## config.mk

```make
export PLATFORM = sky130hd
export DESIGN_NAME = sine_dds_multi
export DESIGN_NICKNAME = d
export VERILOG_FILES = /design/src/rtl/sine_dds_multi.sv
export SDC_FILE = /design/constraint.sdc
export NUM_CORES = 2
export LEC_CHECK = 0
export BUFFER_PORTS_ARGS = -buffer_cell sky130_fd_sc_hd__buf_2
export CORE_ASPECT_RATIO = 1.25
export CORE_MARGIN = 1
export CORE_UTILIZATION = 38
export DETAILED_ROUTE_END_ITERATION = 10
export GPL_TIMING_DRIVEN = 0
export SYNTH_ARGS = -nofsm -noshare
export SYNTH_HDL_FRONTEND = slang
export SYNTH_SLANG_ARGS = --single-unit
```

## constraint.sdc

```tcl
create_clock -name clk -period 8.8 [get_ports clk]
set_clock_uncertainty 0.05 [all_clocks]
set_input_delay 1.32 -clock clk [delete_from_list [all_inputs] [get_ports clk]]
set_output_delay 1.32 -clock clk [all_outputs]
set_load 0.03 [all_outputs]
```

## src/rtl/sine_dds_multi.sv

```systemverilog
// Multi-channel DDS sine generator: per-channel phase accumulators share one
// quarter-wave table and a 4-stage pipeline.
module sine_dds_multi #(
    parameter int CHANNELS = 2,
    parameter int PHASE_W  = 32,
    parameter int LUT_AW   = 8,
    parameter int OUT_W    = 16
) (
    input  logic                      clk,
    input  logic                      reset,
    input  logic                      ce,
    input  logic                      cfg_we,
    input  logic [2:0]                cfg_ch,
    input  logic [1:0]                cfg_sel,
    input  logic [PHASE_W-1:0]        cfg_data,
    output logic [31:0]               cnt,
    output logic [CHANNELS-1:0]       cnt_edge,
    output logic [CHANNELS*OUT_W-1:0] sin_val,
    output logic                      out_valid
);

    // out_valid is a one-cycle strobe with no backpressure: sin_val and cnt_edge
    // are meaningful only while it is high; sin_val then holds until the next one.

    localparam int LUT_N = 1 << LUT_AW;
    localparam int PA_W  = LUT_AW + 2;
    localparam int PROD_W = OUT_W + 17;
    localparam logic [15:0] AMP_UNITY = 16'h8000;

    // Integer Taylor series in Q60 so the table is built without real arithmetic.
    function automatic logic [OUT_W-1:0] lut_entry(input int k);
        logic signed [127:0] pi_q60, x, term, sum, div, scale, half;
        pi_q60 = 128'sd3622009729038561421;
        x      = (pi_q60 * 128'(2 * k + 1)) >>> (LUT_AW + 2);
        term   = x;
        sum    = x;
        for (int n = 1; n <= 12; n++) begin
            div  = 128'(2 * n * (2 * n + 1));
            term = (((term * x) >>> 60) * x) >>> 60;
            term = -term / div;
            sum  = sum + term;
        end
        scale = 128'((1 << (OUT_W - 1)) - 1);
        half  = 128'sd1 <<< 59;
        sum   = (sum * scale + half) >>> 60;
        return sum[OUT_W-1:0];
    endfunction

    logic [OUT_W-1:0] lut [LUT_N];
    for (genvar g = 0; g < LUT_N; g++) begin : g_lut
        localparam logic [OUT_W-1:0] ENTRY = lut_entry(g);
        assign lut[g] = ENTRY;
    end

    logic [PHASE_W-1:0] freq   [CHANNELS];
    logic [PHASE_W-1:0] offset [CHANNELS];
    logic [PHASE_W-1:0] acc    [CHANNELS];
    logic [15:0]        amp    [CHANNELS];

    logic               s0_valid, s1_valid, s2_valid;
    logic [PA_W-1:0]    s0_pa  [CHANNELS];
    logic [OUT_W-1:0]   s1_mag [CHANNELS];
    logic [OUT_W-1:0]   s2_smp [CHANNELS];
    logic [CHANNELS-1:0] s0_wrap, s1_wrap, s2_wrap, s1_neg;

    logic [PHASE_W:0]    acc_sum [CHANNELS];
    logic [LUT_AW-1:0]   lut_idx [CHANNELS];
    logic [OUT_W-1:0]    scaled  [CHANNELS];
    logic [CHANNELS-1:0] cfg_hit;
    logic [CHANNELS-1:0] clr_hit;
    logic [15:0]         amp_wr;

    always_comb begin
        cfg_hit = '0;
        clr_hit = '0;
        amp_wr  = (cfg_data[15:0] > AMP_UNITY) ? AMP_UNITY : cfg_data[15:0];
        for (int k = 0; k < CHANNELS; k++) begin
            cfg_hit[k] = cfg_we && (cfg_ch == 3'(k));
            clr_hit[k] = cfg_hit[k] && (cfg_sel == 2'd3);
            acc_sum[k] = {1'b0, acc[k]} + {1'b0, freq[k]};
            // Odd quadrants walk the table backwards.
            lut_idx[k] = s0_pa[k][PA_W-2] ? ~s0_pa[k][LUT_AW-1:0] : s0_pa[k][LUT_AW-1:0];
            // Product fits in PROD_W bits, so modular multiply of the sign-extended
            // sample gives the exact signed product; bits above 15 are floor(p/2^15).
            scaled[k]  = OUT_W'(({{17{s2_smp[k][OUT_W-1]}}, s2_smp[k]}
                                 * {{(PROD_W-16){1'b0}}, amp[k]}) >> 15);
        end
    end

    always_ff @(posedge clk) begin
        if (reset) begin
            cnt       <= '0;
            cnt_edge  <= '0;
            sin_val   <= '0;
            out_valid <= 1'b0;
            s0_valid  <= 1'b0;
            s1_valid  <= 1'b0;
            s2_valid  <= 1'b0;
            s0_wrap   <= '0;
            s1_wrap   <= '0;
            s2_wrap   <= '0;
            s1_neg    <= '0;
            for (int k = 0; k < CHANNELS; k++) begin
                freq[k]   <= '0;
                offset[k] <= '0;
                acc[k]    <= '0;
                amp[k]    <= AMP_UNITY;
                s0_pa[k]  <= '0;
                s1_mag[k] <= '0;
                s2_smp[k] <= '0;
            end
        end else begin
            if (ce) begin
                cnt <= cnt + 32'd1;
            end
            s0_valid  <= ce;
            s1_valid  <= s0_valid;
            s2_valid  <= s1_valid;
            out_valid <= s2_valid;
            s1_wrap   <= s0_wrap;
            s2_wrap   <= s1_wrap;
            cnt_edge  <= s2_valid ? s2_wrap : '0;
            for (int k = 0; k < CHANNELS; k++) begin
                s0_pa[k]   <= PA_W'((acc[k] + offset[k]) >> (PHASE_W - PA_W));
                s0_wrap[k] <= ce && acc_sum[k][PHASE_W] && !clr_hit[k];
                s1_mag[k]  <= lut[lut_idx[k]];
                s1_neg[k]  <= s0_pa[k][PA_W-1];
                s2_smp[k]  <= s1_neg[k] ? -s1_mag[k] : s1_mag[k];
                if (s2_valid) begin
                    sin_val[k*OUT_W +: OUT_W] <= scaled[k];
                end
                // A clear beats a coincident tick; the tick already sampled the old acc.
                if (clr_hit[k]) begin
                    acc[k] <= '0;
                end else if (ce) begin
                    acc[k] <= acc_sum[k][PHASE_W-1:0];
                end
                if (cfg_hit[k]) begin
                    case (cfg_sel)
                        2'd0:    freq[k]   <= cfg_data;
                        2'd1:    offset[k] <= cfg_data;
                        2'd2:    amp[k]    <= amp_wr;
                        default: ;
                    endcase
                end
            end
        end
    end

endmodule

```

==> metrics.md <==
| Metric | Value |
|---|---|
| Max-cap violations | 3 |
| Reg-to-Reg Start | amp[0][27]$_DFFE_PP_ |
| H-tree Lvls | 2 |
| Hold endpoint | s2_wrap[0]$_SDFF_PP0_ |
| Hold Violations, Final | 0 |
| Synthesized cell area | ~45000 um2 |
| Vias in the first global route | 44100 |
| Total wire length | approximately 220 mm |
| Slew Limit Headroom | -15.1% |
| Initial Util | 38.3% |
| Reg2Reg Depth | 22 |
| Fill cell count | 11900 |
| Critical path type | flip-flop to flip-flop |
| CTS tree | done |
| Hold Crit Depth | 1 |
| Post-layout util | 41.8% |
| Reg2reg end | sin_val[25]$_SDFFE_PP0P_ |
| Die Wd | 308 um |
| Top delay family on crit path | adder cells |
| WL/cell | 31.3 um |
| Ys flop type | edfxtp_1 |
| CP bufs+invs | 4 |
| Status | complete, but fails checks |
| Worst setup SP type | flip-flop |
| Die Y | 385 um |
| P per Cell Area | around 350 nW/um2 |
| Syn-to-layout area delta | 9.23% |
| Post-synth EDFFs | 224 |
| Resize count post-CTS | 0 |
| RePlAce Congestion | 1.05 |
| Final period utilization | 88.8% |
| IO Pins | 108 |
| Core footprint | 116000 um2 |
| Syn_area_per_cell | between 8 and 9 um2 |
| First-pass GRT wire length | between 300 and 400 mm |
| Netlist cell types | 90 |
| HP Start | s1_wrap[0]$_SDFF_PP0_ |
| Slowest cell on crit path | or4b_2 |
| Failing checks | capacitance limit, slew limit |
| Detailed Route Iter0 Violations | between 4000 and 5000 |
| Input/output buffers | 106 |
| Endpoints failing setup | 0 |
| Vias per inst | slightly above 6 |
| GRT Util Overall | 37.2% |
| DRC Markers | 0 |
| Post-DP HPWL | 177 mm |
| Hold_buf cts | 0 |
| Hold WC Path Type | flip-flop to flip-flop |
| Slew @ Worst Pin | 1.68 ns |
| RSZ-0062 raised after global routing | false |
| Clk sink count | approximately 380 |
| Num rows | 140 |
| Count of state elements after synthesis | 384 |
| Setup crit end kind | flip-flop |
| Clock Latency Late Sink | around 0.64 ns |
| Yosys warns | 0 |
| Crit-path max FO | 10 |
| WP data arrival | 8.18 ns |
| Die ar. | 119000 um2 |
| Register area share after synthesis | about 22% |
| Post-synth top area cell | fa_1 |
| Share of cells above drive strength 1 | around 4.4% |
| CP dominant cell by count | fa_1 |
| Minimum clock period | 7.82 ns |
| Post-route ant nets | 0 |
| Post-Synthesis Cells | 5361 |
| Synth area leaders | fa_1 17%, edfxtp_1 15%, ha_1 11% |
| CTS Buffer Depth | 3 |
| Total congestion overflow | 0 |
| Post-CTS Setup Inserts | 0 |
| DRT Pass-1 Iters | 8 |
| Crit-path cells | clkbuf_1 -> nand2_1 -> fa_1 -> fa_1 -> fa_1 -> inv_1 -> fa_1 -> fa_1 -> inv_1 -> fa_1 -> inv_1 -> ha_1 -> a21oi_1 -> nand2_1 -> o21ai_0 -> o21ai_1 -> a21oi_1 -> o21ai_1 -> or4b_2 -> o211ai_1 -> xor2_1 -> a211oi_1 |
| Max Fclk | 128 MHz |
| Initial antenna violation count | 10 |
| Via count | around 43000 |
| VDD IR max | about 0.00024 V |
| Pin count of the biggest net entering global routing | 33 |
| Asr flop ratio synth | 0% |
| Total CTS buffers | 44 |
| Nets | 6326 |
| Synth Net Count | 6167 |
| Pleak | around 21 nW |
| Critical Path RT | 9.17 ns |
| Slew Viols, Final | 4 |
| Slowest stage delay, CP | 0.64 ns |
| Setup TNS | 0 ns |
| Root buf cell | clkbuf_16 |
| Reg clk slew, reported paths | around 0.06 ns |
| R2R Setup Slk | 0.98 ns |
| Synth top area share | 17.4% |
==> layer usage <==
layer / up-vias / routed length [um] / global-route usage (%)
li1: 18900 / - / -
met4: 4 / 20400 / 28.4
met5: - / 21 / 0
met3: 817 / 16800 / 7.44
met2: 2283 / 104000 / 62.5
met1: 21300 / 81800 / 41.3
==> synth_stat cells (24+ instances only) <==
master,count
a211oi_1,62
a21o_1,76
a21oi_1,364
a221oi_1,36
a311oi_1,24
a31oi_1,64
and2_1,325
buf_1,44
clkbuf_1,261
dfxtp_1,160
edfxtp_1,224
fa_1,388
ha_1,377
inv_1,524
mux2i_1,26
nand2_1,610
nand2b_1,56
nand3_1,87
nand4_1,31
nor2_1,455
nor2b_1,44
nor3_1,111
o211ai_1,65
o21ai_0,286
o221ai_1,28
o22ai_1,67
o311ai_0,36
o31ai_1,24
or3_1,26
xnor2_1,74
xor2_1,94
==> through the flow <==
stage          instance area [um2]  setup WS (ns)  hold slack [ns]  instances  power (W)
2_1_floorplan                44600           2.54            0.356       5361     0.0104
3_5_place_dp                 47200           1.04            0.370       7036     0.0149
3_3_place_gp                 47100           1.06            0.364       7029     0.0150
5_1_grt                      48700          0.709            0.369       7118     0.0184
4_1_cts                      48700           1.01            0.361       7118     0.0169
6_report                     48700          0.985            0.351       7129     0.0172
==> cells by family after synthesis <==
logic type | Yosys count | share of synthesized area (%)
compound gates | 1316 | 18.9
xor+xnor | 169 | 3.34
fa+ha+maj | 765 | 28.0
buf+inv | 858 | 7.29
flops | 384 | 22.3
mux | 28 | 0.660
simple gates | 1841 | 19.5
==> layout by cell type, fill, tap and decap left out, types with 62 or more instances in the layout <==
cell and count:
xnor2_1 74, clkbuf_1 266, fa_1 388, nor2_1 454
nor3_1 109, o22ai_1 67, a21oi_1 363, buf_2 126
and2_1 325, nand2_1 605, o21ai_0 285, ha_1 377
edfxtp_1 224, a211oi_1 62, o211ai_1 65, inv_1 524
nand3_1 87, a31oi_1 64, a21o_1 76, dfxtp_1 160
xor2_1 93
==> flip-flops by register name (all words and copies together) (netlist names), 2 cells and up <==
| name | count |
|---|---|
| cnt | 32 |
| offset | 64 |
| cnt_edge | 2 |
| freq | 64 |
| s0_pa | 20 |
| amp | 32 |
| acc | 64 |
| s1_wrap | 2 |
| s1_mag | 30 |
| s2_smp | 32 |
| s0_wrap | 2 |
| sin_val | 32 |
| s2_wrap | 2 |
| s1_neg | 2 |
==> worst register-to-register path, delay by kind of cell, from the launching register on <==
kind / cells / cell delay [ns]
buffers and inverters: 4 / 0.78
xor gates and xnor gates: 1 / 0.16
DFF: 1 / 0.56
AOI/OAI and AO/OA: 7 / 1.83
adders and majority gates: 7 / 3.33
and+or+nand+nor: 3 / 0.92
==> power by group <==
| part | total (W) | internal (W) | switching, W |
|---|---|---|---|
| clock | 0.00191 | 0.00107 | 0.000843 |
| sequential | 0.00245 | 0.00215 | 0.000291 |
| combinational | 0.0129 | 0.00407 | 0.00880 |
==> final cells by class <==
cell class	count	area [um2]	area share [%]
Sequential cell	384	9930	20.4
Tap cell	1562	1950	4.01
Clock buffer	53	1190	2.44
Antenna cell	11	27.5	0.0565
Inverter	532	2000	4.10
Multi-Input combinational cell	4119	31400	64.6
Clock inverter	29	280	0.576
Buffer	326	1250	2.57
Timing Repair Buffer	113	622	1.28
==> worst max-delay path by stage <==
stage | from | end | slack, ns | cells past startpoint
3_5_place_dp | amp[0][27]$_DFFE_PP_ | sin_val[25]$_SDFFE_PP0P_ | 1.04 | 22
6_report | amp[0][27]$_DFFE_PP_ | sin_val[25]$_SDFFE_PP0P_ | 0.98 | 22
4_1_cts | amp[0][27]$_DFFE_PP_ | sin_val[25]$_SDFFE_PP0P_ | 1.01 | 22
5_1_grt | amp[0][24]$_DFFE_PP_ | sin_val[25]$_SDFFE_PP0P_ | 0.71 | 22
3_3_place_gp | amp[0][27]$_DFFE_PP_ | sin_val[25]$_SDFFE_PP0P_ | 1.06 | 22
2_1_floorplan | s2_smp[0][17]$_SDFF_PP0_ | sin_val[25]$_SDFFE_PP0P_ | 2.54 | 22
Note: power is estimated with default switching activity, not from simulation.
